$ cat src/rtl/control_unit_pkg.sv
// ----------------------------------------------------------------------------
// control_unit_pkg
// Shared definitions for the YASAC control unit:
//   - instruction opcodes (ir[15:11]), including the two ALU groups 10ooo/11ooo
//   - ALU operation codes driven on the op bus
//   - FSM state encoding
//   - RAMEND, the initial (top-of-RAM) stack pointer value
//   - small decode helpers shared by the FSM and the strobe decoder
// ----------------------------------------------------------------------------
package control_unit_pkg;

    // Instruction opcodes
    localparam logic [4:0] OP_NOP  = 5'b00000;
    localparam logic [4:0] OP_LD   = 5'b00001;
    localparam logic [4:0] OP_ST   = 5'b00010;
    localparam logic [4:0] OP_LDI  = 5'b00011;
    localparam logic [4:0] OP_JMP  = 5'b00100;
    localparam logic [4:0] OP_BRS  = 5'b00101;
    localparam logic [4:0] OP_BRC  = 5'b00110;
    localparam logic [4:0] OP_CALL = 5'b00111;
    localparam logic [4:0] OP_RET  = 5'b01000;
    localparam logic [4:0] OP_SETB = 5'b01001;
    localparam logic [4:0] OP_CLRB = 5'b01010;
    localparam logic [4:0] OP_HALT = 5'b01111;

    // ALU operation codes; the low three bits double as the ooo field of
    // the ALU instruction groups, so op = {1'b0, ooo} needs no translation.
    localparam logic [3:0] ALU_TRA = 4'd0;
    localparam logic [3:0] ALU_TRB = 4'd1;
    localparam logic [3:0] ALU_ADD = 4'd2;
    localparam logic [3:0] ALU_SUB = 4'd3;
    localparam logic [3:0] ALU_AND = 4'd4;
    localparam logic [3:0] ALU_OR  = 4'd5;
    localparam logic [3:0] ALU_XOR = 4'd6;
    localparam logic [3:0] ALU_CMP = 4'd7;

    // Initial stack pointer (top of data RAM)
    localparam logic [7:0] RAMEND = 8'hFF;

    // Sequencer states
    typedef enum logic [2:0] {
        ST_INIT  = 3'd0,
        ST_FETCH = 3'd1,
        ST_EX1   = 3'd2,
        ST_EX2   = 3'd3,
        ST_EX3   = 3'd4,
        ST_HALT  = 3'd5
    } state_t;

    // True when the opcode belongs to one of the ALU groups (1xxxx)
    function automatic logic is_alu(input logic [4:0] opc);
        return opc[4];
    endfunction

    // True for every opcode the instruction set defines
    function automatic logic is_defined(input logic [4:0] opc);
        logic ok;
        case (opc)
            OP_NOP, OP_LD, OP_ST, OP_LDI, OP_JMP, OP_BRS, OP_BRC,
            OP_CALL, OP_RET, OP_SETB, OP_CLRB, OP_HALT: ok = 1'b1;
            default: ok = is_alu(opc);
        endcase
        return ok;
    endfunction

    // Number of EX steps an instruction needs (FETCH not included)
    function automatic logic [1:0] exec_steps(input logic [4:0] opc);
        logic [1:0] n;
        case (opc)
            OP_LD, OP_ST:    n = 2'd2;
            OP_CALL, OP_RET: n = 2'd3;
            default:         n = 2'd1;
        endcase
        return n;
    endfunction

endpackage

$ cat src/rtl/control_unit.sv
// ----------------------------------------------------------------------------
// control_unit
// Sequencing FSM for the YASAC data unit. One instruction at a time it steps
// INIT -> FETCH -> EX1 [-> EX2 [-> EX3]] -> FETCH ..., and decodes
// (state, opcode, s, status) into the data-unit control strobes.
//
// Parameters:
//   HALT_ON_ILLEGAL  1: undefined opcode enters HALT; 0: executes as NOP
//
// Ports:
//   clk      in   rising-edge clock
//   reset    in   asynchronous, active-high; forces INIT
//   opcode   in   ir[15:11]
//   s        in   status-bit selector ir[10:8]
//   status   in   status register (---SVNZC)
//   op       out  ALU operation code
//   ipc .. rsp  out  data-unit strobes (combinational from state/inputs)
//   halted   out  high while in HALT
// ----------------------------------------------------------------------------
module control_unit
    import control_unit_pkg::*;
#(
    parameter int unsigned HALT_ON_ILLEGAL = 0
) (
    input  logic       clk,
    input  logic       reset,
    input  logic [4:0] opcode,
    input  logic [2:0] s,
    input  logic [7:0] status,
    output logic [3:0] op,
    output logic       ipc,
    output logic       clpc,
    output logic       wpc,
    output logic       rpc,
    output logic       wir,
    output logic       wreg,
    output logic       inm,
    output logic       wmem,
    output logic       rmem,
    output logic       wmar,
    output logic       wsreg,
    output logic       clsb,
    output logic       sesb,
    output logic       prsp,
    output logic       incsp,
    output logic       decsp,
    output logic       rsp,
    output logic       halted
);

    state_t     state_r;
    logic       cond_bit_s;
    logic       illegal_s;
    logic       stop_s;
    logic [1:0] steps_s;

    assign cond_bit_s = status[s];
    assign illegal_s  = ~is_defined(opcode);
    assign steps_s    = exec_steps(opcode);
    // HALT, or an undefined opcode when configured to trap, ends in HALT
    assign stop_s     = (opcode == OP_HALT) ||
                        (illegal_s && (HALT_ON_ILLEGAL != 0));

    // State sequencing; reset abandons any instruction in flight
    always_ff @(posedge clk or posedge reset) begin
        if (reset) begin
            state_r <= ST_INIT;
        end else begin
            case (state_r)
                ST_INIT:  state_r <= ST_FETCH;
                ST_FETCH: state_r <= ST_EX1;
                ST_EX1: begin
                    if (stop_s) begin
                        state_r <= ST_HALT;
                    end else if (steps_s > 2'd1) begin
                        state_r <= ST_EX2;
                    end else begin
                        state_r <= ST_FETCH;
                    end
                end
                ST_EX2: begin
                    if (steps_s > 2'd2) begin
                        state_r <= ST_EX3;
                    end else begin
                        state_r <= ST_FETCH;
                    end
                end
                ST_EX3:  state_r <= ST_FETCH;
                ST_HALT: state_r <= ST_HALT;
                default: state_r <= ST_INIT;
            endcase
        end
    end

    // Strobe decode; everything idles at 0 / ALU_TRA unless a step drives it
    always_comb begin
        op     = ALU_TRA;
        ipc    = 1'b0;
        clpc   = 1'b0;
        wpc    = 1'b0;
        rpc    = 1'b0;
        wir    = 1'b0;
        wreg   = 1'b0;
        inm    = 1'b0;
        wmem   = 1'b0;
        rmem   = 1'b0;
        wmar   = 1'b0;
        wsreg  = 1'b0;
        clsb   = 1'b0;
        sesb   = 1'b0;
        prsp   = 1'b0;
        incsp  = 1'b0;
        decsp  = 1'b0;
        rsp    = 1'b0;
        halted = 1'b0;

        case (state_r)
            ST_INIT: begin
                clpc = 1'b1;
                prsp = 1'b1;
            end
            ST_FETCH: begin
                // IR <= mem[pc] and pc+1 on the same edge
                wir = 1'b1;
                ipc = 1'b1;
            end
            ST_EX1: begin
                casez (opcode)
                    OP_LD, OP_ST: begin
                        op   = ALU_TRB;
                        wmar = 1'b1;
                    end
                    OP_LDI: begin
                        op   = ALU_TRB;
                        inm  = 1'b1;
                        wreg = 1'b1;
                    end
                    OP_JMP: begin
                        op  = ALU_TRB;
                        inm = 1'b1;
                        wpc = 1'b1;
                    end
                    OP_BRS: begin
                        op  = ALU_TRB;
                        inm = 1'b1;
                        wpc = cond_bit_s;
                    end
                    OP_BRC: begin
                        op  = ALU_TRB;
                        inm = 1'b1;
                        wpc = ~cond_bit_s;
                    end
                    OP_CALL: begin
                        // MAR <= SP: push address (post-decrement follows)
                        rsp  = 1'b1;
                        wmar = 1'b1;
                    end
                    OP_RET: begin
                        // pre-increment before the pop
                        incsp = 1'b1;
                    end
                    OP_SETB: sesb = 1'b1;
                    OP_CLRB: clsb = 1'b1;
                    5'b1????: begin
                        // ALU groups: 10ooo reg-reg, 11ooo reg-imm
                        op    = {1'b0, opcode[2:0]};
                        wsreg = 1'b1;
                        wreg  = ({1'b0, opcode[2:0]} != ALU_CMP);
                        inm   = opcode[3];
                    end
                    default: op = ALU_TRA; // NOP, HALT, undefined
                endcase
            end
            ST_EX2: begin
                case (opcode)
                    OP_LD: begin
                        rmem = 1'b1;
                        wreg = 1'b1;
                    end
                    OP_ST: begin
                        op   = ALU_TRA;
                        wmem = 1'b1;
                    end
                    OP_CALL: begin
                        // pc was already incremented in FETCH: it is the return address
                        rpc   = 1'b1;
                        wmem  = 1'b1;
                        decsp = 1'b1;
                    end
                    OP_RET: begin
                        rsp  = 1'b1;
                        wmar = 1'b1;
                    end
                    default: op = ALU_TRA;
                endcase
            end
            ST_EX3: begin
                case (opcode)
                    OP_CALL: begin
                        op  = ALU_TRB;
                        inm = 1'b1;
                        wpc = 1'b1;
                    end
                    OP_RET: begin
                        rmem = 1'b1;
                        wpc  = 1'b1;
                    end
                    default: op = ALU_TRA;
                endcase
            end
            ST_HALT: halted = 1'b1;
            default: op = ALU_TRA;
        endcase
    end

endmodule

$ cat config.mk
export PLATFORM = sky130hd
export DESIGN_NAME = control_unit
export DESIGN_NICKNAME = d
export VERILOG_FILES = /design/src/rtl/control_unit_pkg.sv /design/src/rtl/control_unit.sv
export SDC_FILE = /design/constraint.sdc
export NUM_CORES = 1
export LEC_CHECK = 0
export ABC_AREA = 0
export CAP_MARGIN = 20
export CORE_MARGIN = 5
export CORE_UTILIZATION = 30
export CTS_BUF_LIST = sky130_fd_sc_hd__clkbuf_8
export DETAILED_ROUTE_END_ITERATION = 16
export GPL_TIMING_DRIVEN = 0
export PLACE_DENSITY = 0.81
export SETUP_SLACK_MARGIN = 0.15
export SYNTH_ARGS = -nofsm -noshare
export SYNTH_HDL_FRONTEND = slang
export SYNTH_SLANG_ARGS = --single-unit
$ cat constraint.sdc
create_clock -name clk -period 7.8 [get_ports clk]
set_input_delay 2.34 -clock clk [delete_from_list [all_inputs] [get_ports clk]]
set_output_delay 2.34 -clock clk [all_outputs]
set_load 0.05 [all_outputs]
==> impl_metrics.json, run 1 <==
{
  "outcome": "completed",
  "synth_cells": 83,
  "fin_util": 0.547,
  "leakage_nw": 0.414,
  "rsz0062_at_grt": "false",
  "drive_gt1_frac": 0.128,
  "synth_area_sq_um": 613,
  "cts_hold_buf": 0,
  "critPathKind": "in2out",
  "antenna_found_initial": 0,
  "clock_skew_ns": 0.000711,
  "boundaryPins": 40,
  "vias_per_cell": 5.05,
  "n_fill_cell": 198,
  "cts.sinks": 3,
  "hpwl_microns": 1560,
  "yosysUniqueCellTypes": 36,
  "fin_total_pwr_mw": 0.260,
  "coreArea_sq_um": 1960,
  "synth-main-ff-cell": "dfrtp_1",
  "fmax_ghz": 0.138,
  "vdd_ir_drop_max_v": 0.000116,
  "wl_per_cell_microns": 12.8,
  "yosys_warnings": 0,
  "finalInstanceArea_sq_um": 1070,
  "min-delay-path-class": "reg2reg",
  "firstDrtPassIters": 4,
  "p_per_area_nw_per_um2": 242,
  "global_route.usage.met1": 0.129,
  "htreeDepth": 1,
  "synthToLayoutAreaGrowth_pct": 74.9,
  "synth_area_per_cell_sq_um": 7.39,
  "die_area_sq_um": 3050,
  "cp.arrival_ns": 4.88,
  "rows": 16,
  "top_regs": "state_r x3",
  "place_area_sq_um": 1030,
  "async_reset_ff_frac": 1.00,
  "cts_buffers": 3,
  "cap_violations": 0,
  "largest_register_ffs": 3,
  "grtUsageMet3": 0.0373,
  "synth.yosys.seq_area_share": 0.122,
  "ys_seq_elements": 3,
  "overflow": 0,
  "post_cts_buffers": 0,
  "drt_wl_total_microns": 1950,
  "cts_tree": "yes",
  "end_kind": "output pin",
  "grt_pass1_wl_microns": 3230,
  "period_minus_slack_ns": 7.22,
  "die_h_microns": 55.2,
  "relSlewSlack": 0.627,
  "worstPathRequired_ns": 5.46,
  "drv_slew": 0,
  "path_max_fanout": 2,
  "clockBufferDepth": 2,
  "cts-resized-gates": 0,
  "period_share": 0.926,
  "final.setup.tns_ns": 0,
  "finalHoldViolations": 0,
  "grtUsageMet2": 0.228,
  "startpoint_type": "input port",
  "port_buffers": 38,
  "initial_core_util": 0.312,
  "drc_errors": 0,
  "final_nets": 144,
  "grt_usage": 0.124,
  "drtIter0Drc": 17,
  "postRouteAntennaNets": 0,
  "grt-busiest-layer": "met2",
  "synth_edf_count": 0,
  "ctsRootBufferMaster": "clkbuf_8",
  "max_slew.worst_pin.slew_ns": 0.552,
  "clock_latency_ns": 0.22,
  "top_register": "state_r",
  "synth.net_count": 101,
  "setup_viol_count_final": 0,
  "grt_pass1_vias": 783,
  "die_w_microns": 55.2,
  "antennaDiodeCount": 0,
  "grt_max_degree": 11,
  "vias": 768,
  "clk_pin_slew_ns": 0.03,
  "place.gp.congestion": 0.839
}
-- layout by cell type, fill, tap and decap left out, drive strengths merged --
| cell | netlist | final |
|---|---|---|
| xnor2 | 1 | 1 |
| a22o | 2 | 2 |
| inv | 3 | 4 |
| mux2i | 1 | 1 |
| or4b | 1 | 1 |
| nor3 | 5 | 5 |
| conb | 1 | 1 |
| and4b | 1 | 1 |
| a32o | 1 | 1 |
| clkdlybuf4s50 | 0 | 38 |
| clkbuf | 2 | 5 |
| nand2b | 5 | 5 |
| o21bai | 2 | 2 |
| nor2 | 5 | 5 |
| a21oi | 4 | 4 |
| nand2 | 6 | 6 |
| and2 | 3 | 3 |
| mux4 | 2 | 2 |
| a2111oi | 1 | 1 |
| o22ai | 1 | 1 |
| nor3b | 4 | 4 |
| a2bb2oi | 1 | 1 |
| nor2b | 2 | 2 |
| o21ai | 5 | 5 |
| or3 | 2 | 2 |
| dfrtp | 3 | 3 |
| nor4b | 1 | 1 |
| and2b | 1 | 1 |
| o32ai | 1 | 1 |
| and3 | 1 | 1 |
| nand3b | 2 | 2 |
| or3b | 1 | 1 |
| buf | 7 | 7 |
| mux2 | 1 | 1 |
| nand3 | 4 | 4 |
-- worst max-delay path: stages --
cell and delay [ns]:
clkdlybuf4s50_1 0.53, mux4_2 0.51, mux2i_1 0.16, mux2_2 0.36
o32ai_1 0.12, clkdlybuf4s50_1 0.86
-- worst paths after layout --
| check | start | end | slack, ns | depth (start not counted) |
|---|---|---|---|---|
| max in group asynchronous | reset | state_r[0] | 5.35 | 2 |
| min | state_r[2] | state_r[0] | 0.69 | 1 |
| min reg2reg | state_r[2] | state_r[0] | 0.69 | 1 |
| max | s[0] | wpc | 0.58 | 6 |
| max reg2reg | state_r[2] | state_r[1] | 6.31 | 4 |
| min in group asynchronous | reset | state_r[2] | 2.31 | 2 |
-- synth_stat cells (2+ instances only) --
cell type / n / area (sq um)
buf_2: 3 / 15.0
nor2b_1: 2 / 12.5
a21oi_1: 4 / 20.0
or3_1: 2 / 12.5
nand3_1: 4 / 20.0
nor3b_1: 4 / 30.0
mux4_2: 2 / 45.0
nand2b_1: 4 / 25.0
buf_4: 4 / 30.0
nor3_1: 5 / 25.0
o21ai_0: 5 / 25.0
nor2_1: 5 / 18.8
and2_1: 3 / 18.8
clkbuf_1: 2 / 7.51
o21bai_1: 2 / 15.0
a22o_1: 2 / 17.5
dfrtp_1: 3 / 75.1
nand3b_1: 2 / 15.0
nand2_1: 6 / 22.5
inv_1: 3 / 11.3
-- layer usage --
layer | wire (microns) | up-vias
met4 | 11 | 0
li1 | - | 382
met2 | 981 | 32
met5 | 0 | -
met1 | 778 | 352
met3 | 175 | 2
-- through the flow --
step / worst slack [ns] / hold WS (ns) / std cells
finish: 0.578 / 0.691 / 152
detailed placement: 0.583 / 0.675 / 148
global route: 0.457 / 0.751 / 152
global placement: 0.595 / 0.658 / 148
floorplan: 1.20 / 0.614 / 83
CTS: 0.552 / 0.681 / 152
-- where the power goes --
part           internal [mW]  switching, mW
registers             0.0203        0.00776
clock network         0.0337         0.0118
logic                 0.0704          0.116
total                  0.124          0.135
-- cell families after synthesis --
logic type | after synthesis | synth area share
buf+inv | 12 | 0.104
compound gates | 18 | 0.206
flops | 3 | 0.122
simple gates | 44 | 0.439
other cells | 1 | 0.00612
xor+xnor | 1 | 0.0143
mux | 4 | 0.108
-- area by class of cell --
type                            instances  area, sq um  area share
Tap cell                               27         33.8      0.0315
Buffer                                  9         52.6      0.0490
Inverter                                3         11.3      0.0105
Clock inverter                          1         3.75     0.00350
Multi-Input combinational cell         68          474       0.442
Timing Repair Buffer                   38          380       0.355
Clock buffer                            3         41.3      0.0385
Sequential cell                         3         75.1      0.0700
(Power assumes the default switching activity.)
==> run 2, diff against run 1 <==
CORE_UTILIZATION = 25   (was 30)
PLACE_DENSITY = 0.71   (was 0.81)
==> run 2 against run 1 <==
- die area up 16%
- via count down 1.0%
- combinational power about the same
- critical path type unchanged
- maximum frequency down 0.50%
- wire length down 4.3%
- global-route usage down 2.0 points
- power down 1.4%
- sequential power up 2%
- clock-buffer cell count unchanged
- hold slack better by 0.0083 ns
- final cell count up 2.0%
==> impl_metrics.json, run 2 (synthesis results as in run 1) <==
{
  "min-delay-path-class": "reg2reg",
  "multi_input_area_sq_um": 474,
  "initial_core_util": 0.254,
  "critical_path.startpoint": "opcode[3]",
  "drv_slew": 0,
  "rrSetupSlack_ns": 6.35,
  "cts.sinks": 3,
  "finalHoldViolations": 0,
  "port_buffers": 38,
  "comb_power_share": 0.723,
  "endpoint": "wpc",
  "drive_gt1_frac": 0.128,
  "outcome": "completed",
  "critPathKind": "in2out",
  "final_cell_mix": "clkdlybuf4s50_1, nand2_1, nor3_1, nor2_1, o21ai_0",
  "cts-resized-gates": 0,
  "path_max_fanout": 10,
  "fin_total_pwr_mw": 0.256,
  "grt_max_degree": 11,
  "drc_errors": 0,
  "vdd_ir_drop_max_v": 0.000104,
  "vias_per_cell": 4.90,
  "die_h_microns": 59.5,
  "htreeDepth": 1,
  "fin_ws_ns": 0.542,
  "coreArea_sq_um": 2410,
  "p_per_area_nw_per_um2": 238,
  "drt_wl_total_microns": 1860,
  "leakage_nw": 0.414,
  "fmax_ghz": 0.138,
  "startpoint_type": "input port",
  "end_kind": "output pin",
  "firstDrtPassIters": 4,
  "final_nets": 144,
  "antenna_found_initial": 0,
  "place.gp.congestion": 0.869,
  "setup_viol_count_final": 0,
  "top_register": "state_r",
  "cp.arrival_ns": 4.92,
  "seqPwrFrac": 0.111,
  "worstPathRequired_ns": 5.46,
  "rsz0062_at_grt": "false",
  "p_int_mw": 0.124,
  "die_area_sq_um": 3540,
  "relSlewSlack": 0.590,
  "cts_hold_buf": 0,
  "path_buf_inv": 3,
  "fin_hold_ws_ns": 0.700,
  "n_fill_cell": 245,
  "max_slew.worst_pin.slew_ns": 0.607,
  "postRouteAntennaNets": 0,
  "crit_chain": "clkdlybuf4s50_1, buf_2, nor4b_1, o21bai_1, o32ai_1, clkdlybuf4s50_1",
  "cts_tree": "yes",
  "largest_register_ffs": 3,
  "worstReg2RegStart": "state_r[2]",
  "switching_share": 0.515,
  "grt_pass1_vias": 722,
  "p_clk_frac": 0.166,
  "boundaryPins": 40,
  "cap_violations": 0,
  "critPathTopFamily": "buffers and inverters",
  "ctsRootBufferMaster": "clkbuf_8",
  "synthToLayoutAreaGrowth_pct": 75.5,
  "crit_path_frequent_cell": "clkdlybuf4s50_1",
  "clock_latency_ns": 0.21,
  "final.setup.tns_ns": 0,
  "hpwl_microns": 1500,
  "mostFrequentLayoutCell": "clkdlybuf4s50_1",
  "r2r.worst_path.cells": 4,
  "top_regs": "state_r x3",
  "die_w_microns": 59.5,
  "period_share": 0.930,
  "crit_cells": 6,
  "rows": 18,
  "r2r-end": "state_r[1]",
  "clock_skew_ns": 0.000356,
  "p_switching_mw": 0.132,
  "post_cts_buffers": 0,
  "drtIter0Drc": 9,
  "clockBufferDepth": 2,
  "vias": 760,
  "seq_area_sq_um": 75.1,
  "grt_pass1_wl_microns": 2970,
  "period_minus_slack_ns": 7.26,
  "cts_buffers": 3,
  "overflow": 0,
  "wl_per_cell_microns": 12.0,
  "cpPeakStageDelay_ns": 0.86,
  "clk_pin_slew_ns": 0.03,
  "dp_slack_ns": 0.606,
  "antennaDiodeCount": 0,
  "cp_slowest_cell": "clkdlybuf4s50_1",
  "grt_usage": 0.105
}
run 2: area by class of cell:
class / instances / area share
clock buffer: 3 / 0.0384
multi-input combinational: 68 / 0.441
sequential: 3 / 0.0698
inverter: 3 / 0.0105
timing repair buffer: 38 / 0.353
buffer: 9 / 0.0488
clock inverter: 1 / 0.00349
tap: 30 / 0.0349
run 2: worst min-delay path by stage:
stage / startpoint / endpoint / slack (ns) / cells after the start
6_report: state_r[2] / state_r[0] / 0.70 / 1
5_1_grt: state_r[2] / state_r[0] / 0.76 / 1
4_1_cts: state_r[2] / state_r[0] / 0.72 / 1
3_5_place_dp: state_r[2] / state_r[0] / 0.70 / 1
3_3_place_gp: state_r[2] / state_r[0] / 0.67 / 1
2_1_floorplan: state_r[2] / state_r[0] / 0.61 / 1
run 2: power groups by stage:
stage | Sequential [mW] | Combinational (mW) | Clock, mW
6_report | 0.0285 | 0.185 | 0.0425
5_1_grt | 0.0294 | 0.198 | 0.0440
4_1_cts | 0.0281 | 0.186 | 0.0433
3_5_place_dp | 0.0282 | 0.186 | 0
3_3_place_gp | 0.0280 | 0.185 | 0
2_1_floorplan | 0.0262 | 0.130 | 0
run 2: metal layers:
metal / vias up / track usage / wire length (microns)
met5: - / 0 / 0
met4: 0 / 0.0285 / 0
met3: 0 / 0.0218 / 140
met2: 27 / 0.183 / 913
met1: 348 / 0.130 / 810
li1: 385 / - / -
run 2: metrics by stage:
stage                     instances  cell area (sq um)  utilization
after floorplan                  83                613            -
after global placement          151               1030        0.428
after detailed placement        151               1030        0.428
after CTS                       155               1080        0.447
after global routing            155               1080        0.447
final                           155               1080        0.447
